===== src/rtl/vga_pattern_gen.sv =====
// vga_pattern_gen
//   VGA timing generator with an integrated four-mode test-pattern source.
//   Horizontal/vertical counters walk the full raster; one register stage
//   turns the current counter position into mutually aligned sync, blanking,
//   colour and frame-start outputs.
//
//   Optional feature macro: VGA_PATTERN_SCROLL_EN
//     defined   -> a frame counter exists and mode 3 rotates the bars by one
//                  position every 2^SCROLL_DIV frames
//     undefined -> no frame counter; mode 3 shows the same static bars as mode 1
//
// Ports
//   clk          pixel clock, rising edge
//   rst          asynchronous active-high reset
//   sw           user colour {R,G,B}, R in MSBs
//   mode         pattern: 0 solid, 1 bars, 2 checker, 3 scrolling bars
//   hsync        horizontal sync (asserted level = SYNC_POL)
//   vsync        vertical sync   (asserted level = SYNC_POL)
//   video_on     high for active pixels
//   rgb          pixel colour, zero while blanked
//   frame_start  one-cycle pulse aligned with pixel (0,0)
module vga_pattern_gen #(
  parameter int H_ACTIVE   = 640,
  parameter int H_FP       = 16,
  parameter int H_SYNC     = 96,
  parameter int H_BP       = 48,
  parameter int V_ACTIVE   = 480,
  parameter int V_FP       = 10,
  parameter int V_SYNC     = 2,
  parameter int V_BP       = 33,
  parameter bit SYNC_POL   = 1'b0,
  parameter int R_W        = 3,
  parameter int G_W        = 3,
  parameter int B_W        = 2,
  parameter int CHECK_LOG2 = 5,
  parameter int SCROLL_DIV = 5,
  localparam int RGB_W     = R_W + G_W + B_W
) (
  input  logic             clk,
  input  logic             rst,
  input  logic [RGB_W-1:0] sw,
  input  logic [1:0]       mode,
  output logic             hsync,
  output logic             vsync,
  output logic             video_on,
  output logic [RGB_W-1:0] rgb,
  output logic             frame_start
);

  localparam int H_TOTAL = H_ACTIVE + H_FP + H_SYNC + H_BP;
  localparam int V_TOTAL = V_ACTIVE + V_FP + V_SYNC + V_BP;
  localparam int HW      = $clog2(H_TOTAL);
  localparam int VW      = $clog2(V_TOTAL);
  localparam int BAR_W   = H_ACTIVE / 8;

  localparam logic [HW-1:0] H_LAST   = HW'(H_TOTAL - 1);
  localparam logic [HW-1:0] H_ACT    = HW'(H_ACTIVE);
  localparam logic [HW-1:0] HS_START = HW'(H_ACTIVE + H_FP);
  localparam logic [HW-1:0] HS_END   = HW'(H_ACTIVE + H_FP + H_SYNC);
  localparam logic [HW-1:0] BAR_LAST = HW'(BAR_W - 1);
  localparam logic [VW-1:0] V_LAST   = VW'(V_TOTAL - 1);
  localparam logic [VW-1:0] V_ACT    = VW'(V_ACTIVE);
  localparam logic [VW-1:0] VS_START = VW'(V_ACTIVE + V_FP);
  localparam logic [VW-1:0] VS_END   = VW'(V_ACTIVE + V_FP + V_SYNC);

  // Bar colour: bar index bits map straight onto inverted channel enables
  // (idx[1] -> R, idx[2] -> G, idx[0] -> B), giving 111,110,011,...,000.
  function automatic logic [RGB_W-1:0] bar_rgb(input logic [2:0] idx);
    return {{R_W{~idx[1]}}, {G_W{~idx[2]}}, {B_W{~idx[0]}}};
  endfunction

  logic [HW-1:0]    hcnt_reg, hcnt_next;
  logic [VW-1:0]    vcnt_reg, vcnt_next;
  logic [HW-1:0]    bar_px_reg, bar_px_next;
  logic [2:0]       bar_idx_reg, bar_idx_next;
  logic [1:0]       mode_q_reg, mode_q_next;
  logic             line_last, frame_last, active;
  logic [2:0]       scroll_idx;
  logic [RGB_W-1:0] pix;

`ifdef VGA_PATTERN_SCROLL_EN
  localparam int FW = SCROLL_DIV + 3;
  logic [FW-1:0] frame_cnt_reg, frame_cnt_next;
`endif

  always_comb begin
    line_last  = (hcnt_reg == H_LAST);
    frame_last = line_last && (vcnt_reg == V_LAST);
    active     = (hcnt_reg < H_ACT) && (vcnt_reg < V_ACT);

    hcnt_next = line_last ? '0 : hcnt_reg + 1'b1;
    vcnt_next = vcnt_reg;
    if (line_last) begin
      vcnt_next = (vcnt_reg == V_LAST) ? '0 : vcnt_reg + 1'b1;
    end

    // Bar tracking without a divider: count pixels within the bar and step
    // the index every BAR_W pixels. Bar 7 never advances, so any remainder
    // pixels of the active line stay in bar 7.
    bar_px_next  = bar_px_reg;
    bar_idx_next = bar_idx_reg;
    if (line_last) begin
      bar_px_next  = '0;
      bar_idx_next = '0;
    end else if (bar_idx_reg != 3'd7) begin
      if (bar_px_reg == BAR_LAST) begin
        bar_px_next  = '0;
        bar_idx_next = bar_idx_reg + 3'd1;
      end else begin
        bar_px_next = bar_px_reg + 1'b1;
      end
    end

    // Mode only changes on the last pixel of a frame so a frame never tears.
    mode_q_next = frame_last ? mode : mode_q_reg;

`ifdef VGA_PATTERN_SCROLL_EN
    frame_cnt_next = frame_last ? frame_cnt_reg + 1'b1 : frame_cnt_reg;
    scroll_idx     = bar_idx_reg + frame_cnt_reg[SCROLL_DIV+2:SCROLL_DIV];
`else
    scroll_idx     = bar_idx_reg;
`endif

    case (mode_q_reg)
      2'd0:    pix = sw;
      2'd1:    pix = bar_rgb(bar_idx_reg);
      2'd2:    pix = (hcnt_reg[CHECK_LOG2] ^ vcnt_reg[CHECK_LOG2]) ? ~sw : sw;
      default: pix = bar_rgb(scroll_idx);
    endcase
  end

  always_ff @(posedge clk or posedge rst) begin
    if (rst) begin
      hcnt_reg    <= '0;
      vcnt_reg    <= '0;
      bar_px_reg  <= '0;
      bar_idx_reg <= '0;
      mode_q_reg  <= '0;
      hsync       <= ~SYNC_POL;
      vsync       <= ~SYNC_POL;
      video_on    <= 1'b0;
      rgb         <= '0;
      frame_start <= 1'b0;
    end else begin
      hcnt_reg    <= hcnt_next;
      vcnt_reg    <= vcnt_next;
      bar_px_reg  <= bar_px_next;
      bar_idx_reg <= bar_idx_next;
      mode_q_reg  <= mode_q_next;
      // Output stage: every output reflects the counter position of the
      // previous cycle, so all of them stay aligned to each other.
      hsync       <= ((hcnt_reg >= HS_START) && (hcnt_reg < HS_END)) ? SYNC_POL : ~SYNC_POL;
      vsync       <= ((vcnt_reg >= VS_START) && (vcnt_reg < VS_END)) ? SYNC_POL : ~SYNC_POL;
      video_on    <= active;
      rgb         <= active ? pix : '0;
      frame_start <= (hcnt_reg == '0) && (vcnt_reg == '0);
    end
  end

`ifdef VGA_PATTERN_SCROLL_EN
  always_ff @(posedge clk or posedge rst) begin
    if (rst) begin
      frame_cnt_reg <= '0;
    end else begin
      frame_cnt_reg <= frame_cnt_next;
    end
  end
`endif

endmodule


===== config.mk =====
export PLATFORM = sky130hd
export DESIGN_NAME = vga_pattern_gen
export DESIGN_NICKNAME = d
export VERILOG_FILES = /design/src/rtl/vga_pattern_gen.sv
export SDC_FILE = /design/constraint.sdc
export NUM_CORES = 1
export LEC_CHECK = 0
export ABC_AREA = 0
export CORE_MARGIN = 10
export CORE_UTILIZATION = 35
export DETAILED_ROUTE_END_ITERATION = 16
export PLACE_DENSITY = 0.58
export SETUP_SLACK_MARGIN = 0.3
export SLEW_MARGIN = 30
export SYNTH_ARGS = -nofsm -noshare
export SYNTH_HDL_FRONTEND = slang
export SYNTH_SLANG_ARGS = --single-unit

===== constraint.sdc =====
create_clock -name clk -period 2.29 [get_ports clk]
set_input_delay 0.458 -clock clk [delete_from_list [all_inputs] [get_ports clk]]
set_output_delay 0.458 -clock clk [all_outputs]
set_load 0.1 [all_outputs]

* After elaboration in Yosys (flattened, before gate mapping)
Cells that the tools add are included.
** Storage, ports and cells
- Register bits after elaboration :: 47
- Output and inout bits :: 12
** Cells by class
- $add $sub $neg :: 4
- $lt $le $gt $ge :: 6
- Equality and inequality tests :: 5
- Multiplexer cells :: 13
- Bitwise gates (word level) :: 5
- Reduce and logical (&&, ||, !) cells :: 11
** Operator list (count)
- $mux 10 :: 5
- $add 10x1->10 const B :: 3
- $eq 10x10->1 const B :: 2
- $logic_not 10->1 :: 2
- $lt 10x10->1 const B :: 2
- $lt 10x9->1 const B :: 2
- $mux 8 :: 2
- $pmux 8 s2 :: 1
- $eq 10x7->1 const B :: 1
- $ge 10x10->1 const B :: 1
- $ge 10x9->1 const B :: 1
- $mux 3 :: 3
- $not 8->8 :: 1
- $logic_and 1x1->1 :: 5
- $reduce_bool 2->1 :: 2
- $add 3x1->3 const B :: 1
- $ne 3x3->1 const B :: 1
- $not 1->1 :: 3
- $eq 2x2->1 const B :: 1
- $logic_not 2->1 :: 1
- $mux 1 :: 2
- $reduce_and 2->1 :: 1
- $xor 1x1->1 :: 1

* Logic depth before layout (Yosys ltp)
Gate-level depths: netlist of run 1.
- Word-level depth :: 4
- Mapped depth :: 7
- Gate-level depth less buffers :: 6

* Worst setup path before layout of run 1
No wires, ideal clock.
- Path kind :: reg-to-reg
- Start :: register hcnt_reg[5]
- End :: register bar_px_reg[7]
- Library setup time :: 0.080 ns
- Data arrival time :: 1.983 ns
- Path slack :: 0.226 ns
- Cell stages (with the launch flop) :: 7
- Path buffers :: 2
- Path through :: dfrtp_1 > buf_6 > or4b_4 > buf_6 > o31a_1 > or4_1 > a21oi_1
** On the way
- Word-level cells in the longest chain between the ends :: 2
- Elaborated cells on any way between the ends :: 3
- Classes of those cells :: eq/ne (1); mux (1); reduce/logical (1)
** Ends and longest elaborated chain
- from (decl) :: line 72 : logic [HW-1:0] hcnt_reg, hcnt_next;
- from (signal assigned) :: line 145 : hcnt_reg <= hcnt_next;
- $eq 10x10->1 (*) :: line 87 : line_last = (hcnt_reg == H_LAST);
- $mux 10 / $reduce_bool 2->1 (equally long branches)
- to (signal assigned) :: line 147 : bar_px_reg <= bar_px_next;
- to (decl) :: line 74 : logic [HW-1:0] bar_px_reg, bar_px_next;
Every way passes the cells marked *; elsewhere a longest branch is shown, timed or not.
A chain may end at the register's enable or synchronous reset.

* Worst setup path after layout of run 1
- Start :: register hcnt_reg[6]
- End :: register bar_px_reg[7]
Same word-level chain as after synthesis.

==> results of run 1 <==
[metrics by stage]
| stage | utilization, % | cells | power [uW] | instance area, um^2 | worst slack, ns |
|---|---|---|---|---|---|
| after floorplan | - | 232 | 929 | 2340 | 0.276 |
| after global placement | 41.8 | 335 | 974 | 2680 | 0.367 |
| after detailed placement | 41.8 | 335 | 975 | 2680 | 0.294 |
| after CTS | 43.2 | 343 | 1490 | 2780 | 0.308 |
| after global routing | 43.5 | 345 | 1540 | 2790 | 0.202 |
| final | 43.5 | 345 | 1480 | 2790 | 0.320 |
[cell usage after synthesis, drive strengths merged (2+ instances only)]
master and count:
xor2 17, mux2 2, and2 2, nor2 18, nand3 14, or4 3
o31ai 3, dfrtp 45, nor4 5, inv 8, o21ai 12, nand4 11
clkbuf 4, nor2b 5, or3 6, ha 7, buf 2, a21oi 16
xnor2 7, nand2 19, nor3 2, and3 5, mux2i 2, dfstp 2
[final cells by class]
class,instances,area (um^2),share of cell area (%)
Clock buffer,7,86.3,3.09
Clock inverter,1,5.00,0.179
Inverter,9,33.8,1.21
Multi-Input combinational cell,170,1100,39.3
Sequential cell,47,1180,42.2
Tap cell,77,96.3,3.45
Timing Repair Buffer,34,295,10.6
[per-layer routing]
layer | global-route usage (%) | up-vias | part of all wire, %
li1 | - | 886 | -
met1 | 12.7 | 840 | 46
met5 | 0 | - | 0
met2 | 15.6 | 40 | 46
met3 | 3.00 | 8 | 5.7
met4 | 5.39 | 0 | 2.4
[placed cells by master, fill, tap and decap left out, types with 6 or more instances in the layout]
master           netlist  final
dfrtp_1               45     44
buf_4                  0     22
nand2_1               19     19
nor2_1                18     17
xor2_1                17     17
a21oi_1               16     16
nand3_1               14     14
o21ai_0               12     12
nand4_1               11     11
clkdlybuf4s50_1        0     11
inv_1                  8      7
xnor2_1                7      7
ha_1                   7      7
clkbuf_8               0      6
[kinds of logic (layout without fill, tap and decap cells)]
family	count (synthesis)	count (layout)	synth area share (%)
AND/OR/NAND/NOR	99	99	23.3
flip-flops	47	47	50.4
AO/OA/AOI/OAI	36	36	8.67
XOR/XNOR	24	24	8.99
buffers and inverters	15	51	3.05
adder cells (fa/ha/maj)	7	7	3.75
multiplexers	4	4	1.82
[power breakdown]
part	total, uW	switching (uW)	internal [uW]
clock network	522	278	244
registers	838	1.65	836
logic	118	82.2	35.8
[worst paths after layout]
kind | endpoint | slack (ns) | cells after the start
max | bar_px_reg[7] | 0.32 | 4
min | bar_px_reg[8] | 0.38 | 2
max reg2reg | bar_px_reg[7] | 0.32 | 4
min reg2reg | vcnt_reg[8] | 0.50 | 1
max in group asynchronous | hcnt_reg[6] | 1.38 | 3
min in group clk | vcnt_reg[8] | 0.50 | 1
[what timing repair did]
item,4_1_cts,5_1_grt
buffers inserted,0,2
gates cloned,0,0
endpoints found under the hold margin,0,0
endpoints found under the setup margin,1,12
pin swaps,0,0
resized for setup,1,1
==> reports/metrics.yaml, run 1 <==
status: "completed"
drc: 0
clock_latency_ns: 0.30
initial_core_util_pct: 36.4
hold_buffers: 0
drive_gt1_share_pct: 16.0
grt_max_degree: 23
setup-violations-final: 0
die_w_um: 102
avgSynthCellArea_um2: 10.1
crit_start: "hcnt_reg[6]"
synth-main-ff-cell: "dfrtp_1"
routedWlPerCell_um: 14.3
clk_pin_slew_ns: 0.09
hold_path_class: "input pin to async pin"
max_stage_delay_ns: 0.57
whs_ns: 0.381
slew_headroom_pct: 68.7
synth.area.top_cells: "dfrtp_1, xor2_1, ha_1"
fin_skew_ns: 0.00909
nNetsFinal: 286
required_ns: 2.53
max_freq_ghz: 0.508
critical_path_buf_inv_count: 0
fillers: 605
cp_slowest_cell: "or4b_4"
hold_viol: 0
ys_ff_latch: 47
cts_htree_levels: 2
rsz0062_at_grt: "yes"
clock_path_buffers: 2
arrival_ns: 2.21
dr.pass1.iters: 5
cap_violations: 0
synth_top_area_cell: "dfrtp_1"
routed_wl_mm: 4.94
gp_congestion: 0.852
critPathMaxFanout: 6
reg2reg_from: "hcnt_reg[6]"
crit_path_start_kind: "register"
cts_tree: "done"
grt_pass1_wl_mm: 8.40
synth_fp_nets: 251
ios: 24
cellPowerDensity_nw_per_um2: 529
dr_total_vias: 1774
ys_async_sr_fraction_pct: 100
die_h_um: 102
fin_crit_sh_pct: 86.0
tns_ns: 0
ys_types: 42
antenna_found_initial: 0
path_cells: "or4b_4, o31a_1, or4_1, a21oi_1"
period_minus_slack_ns: 1.97
drv_slew: 0
grt_pass1_vias: 1695
synth-seq-area-share_pct: 50.4
syn_area_um2: 2340
clkSinkCount: 47
area_delta_synth_final_pct: 19.5
die_area_um2: 10400
core_um2: 6420
critical-path-top-delay-family: "simple AND/OR/NAND/NOR gates"
synth_top_area_share_pct: 48.2
dpl.hpwl_mm: 3.65
ys.warnings.count: 0
synth-edff-count: 0
worst_pin_slew_ns: 0.465
portBuffers: 23
antenna_cells: 0
drt_iter0_drc: 157
irDropWorstVdd_uv: 186
grt_util_all_layers_pct: 10.2
vias_per_cell: 5.14
grt-ovfl-total: 0
numCtsBuffers: 5
cts_root_buf: "clkbuf_8"
worstSetupEndpointType: "register"
crit_type: "register to register"
fp-row-count: 29
synthesis.instances: 232
p_leak_uw: 0.00121
postRouteAntennaNets: 0
Power figures use the tool's default switching activity.
==> run 2, diff against run 1 <==
--- a/config.mk
+++ b/config.mk
@@ -6,9 +6,11 @@
 export NUM_CORES = 1
 export LEC_CHECK = 0
 export ABC_AREA = 0
+export CAP_MARGIN = 20
 export CORE_MARGIN = 10
 export CORE_UTILIZATION = 35
 export DETAILED_ROUTE_END_ITERATION = 16
+export HOLD_SLACK_MARGIN = 0.05
 export PLACE_DENSITY = 0.58
 export SETUP_SLACK_MARGIN = 0.3
 export SLEW_MARGIN = 30
==> results of run 2 <==
No change in the layout: final DEF, timing and power equal those of run 1.
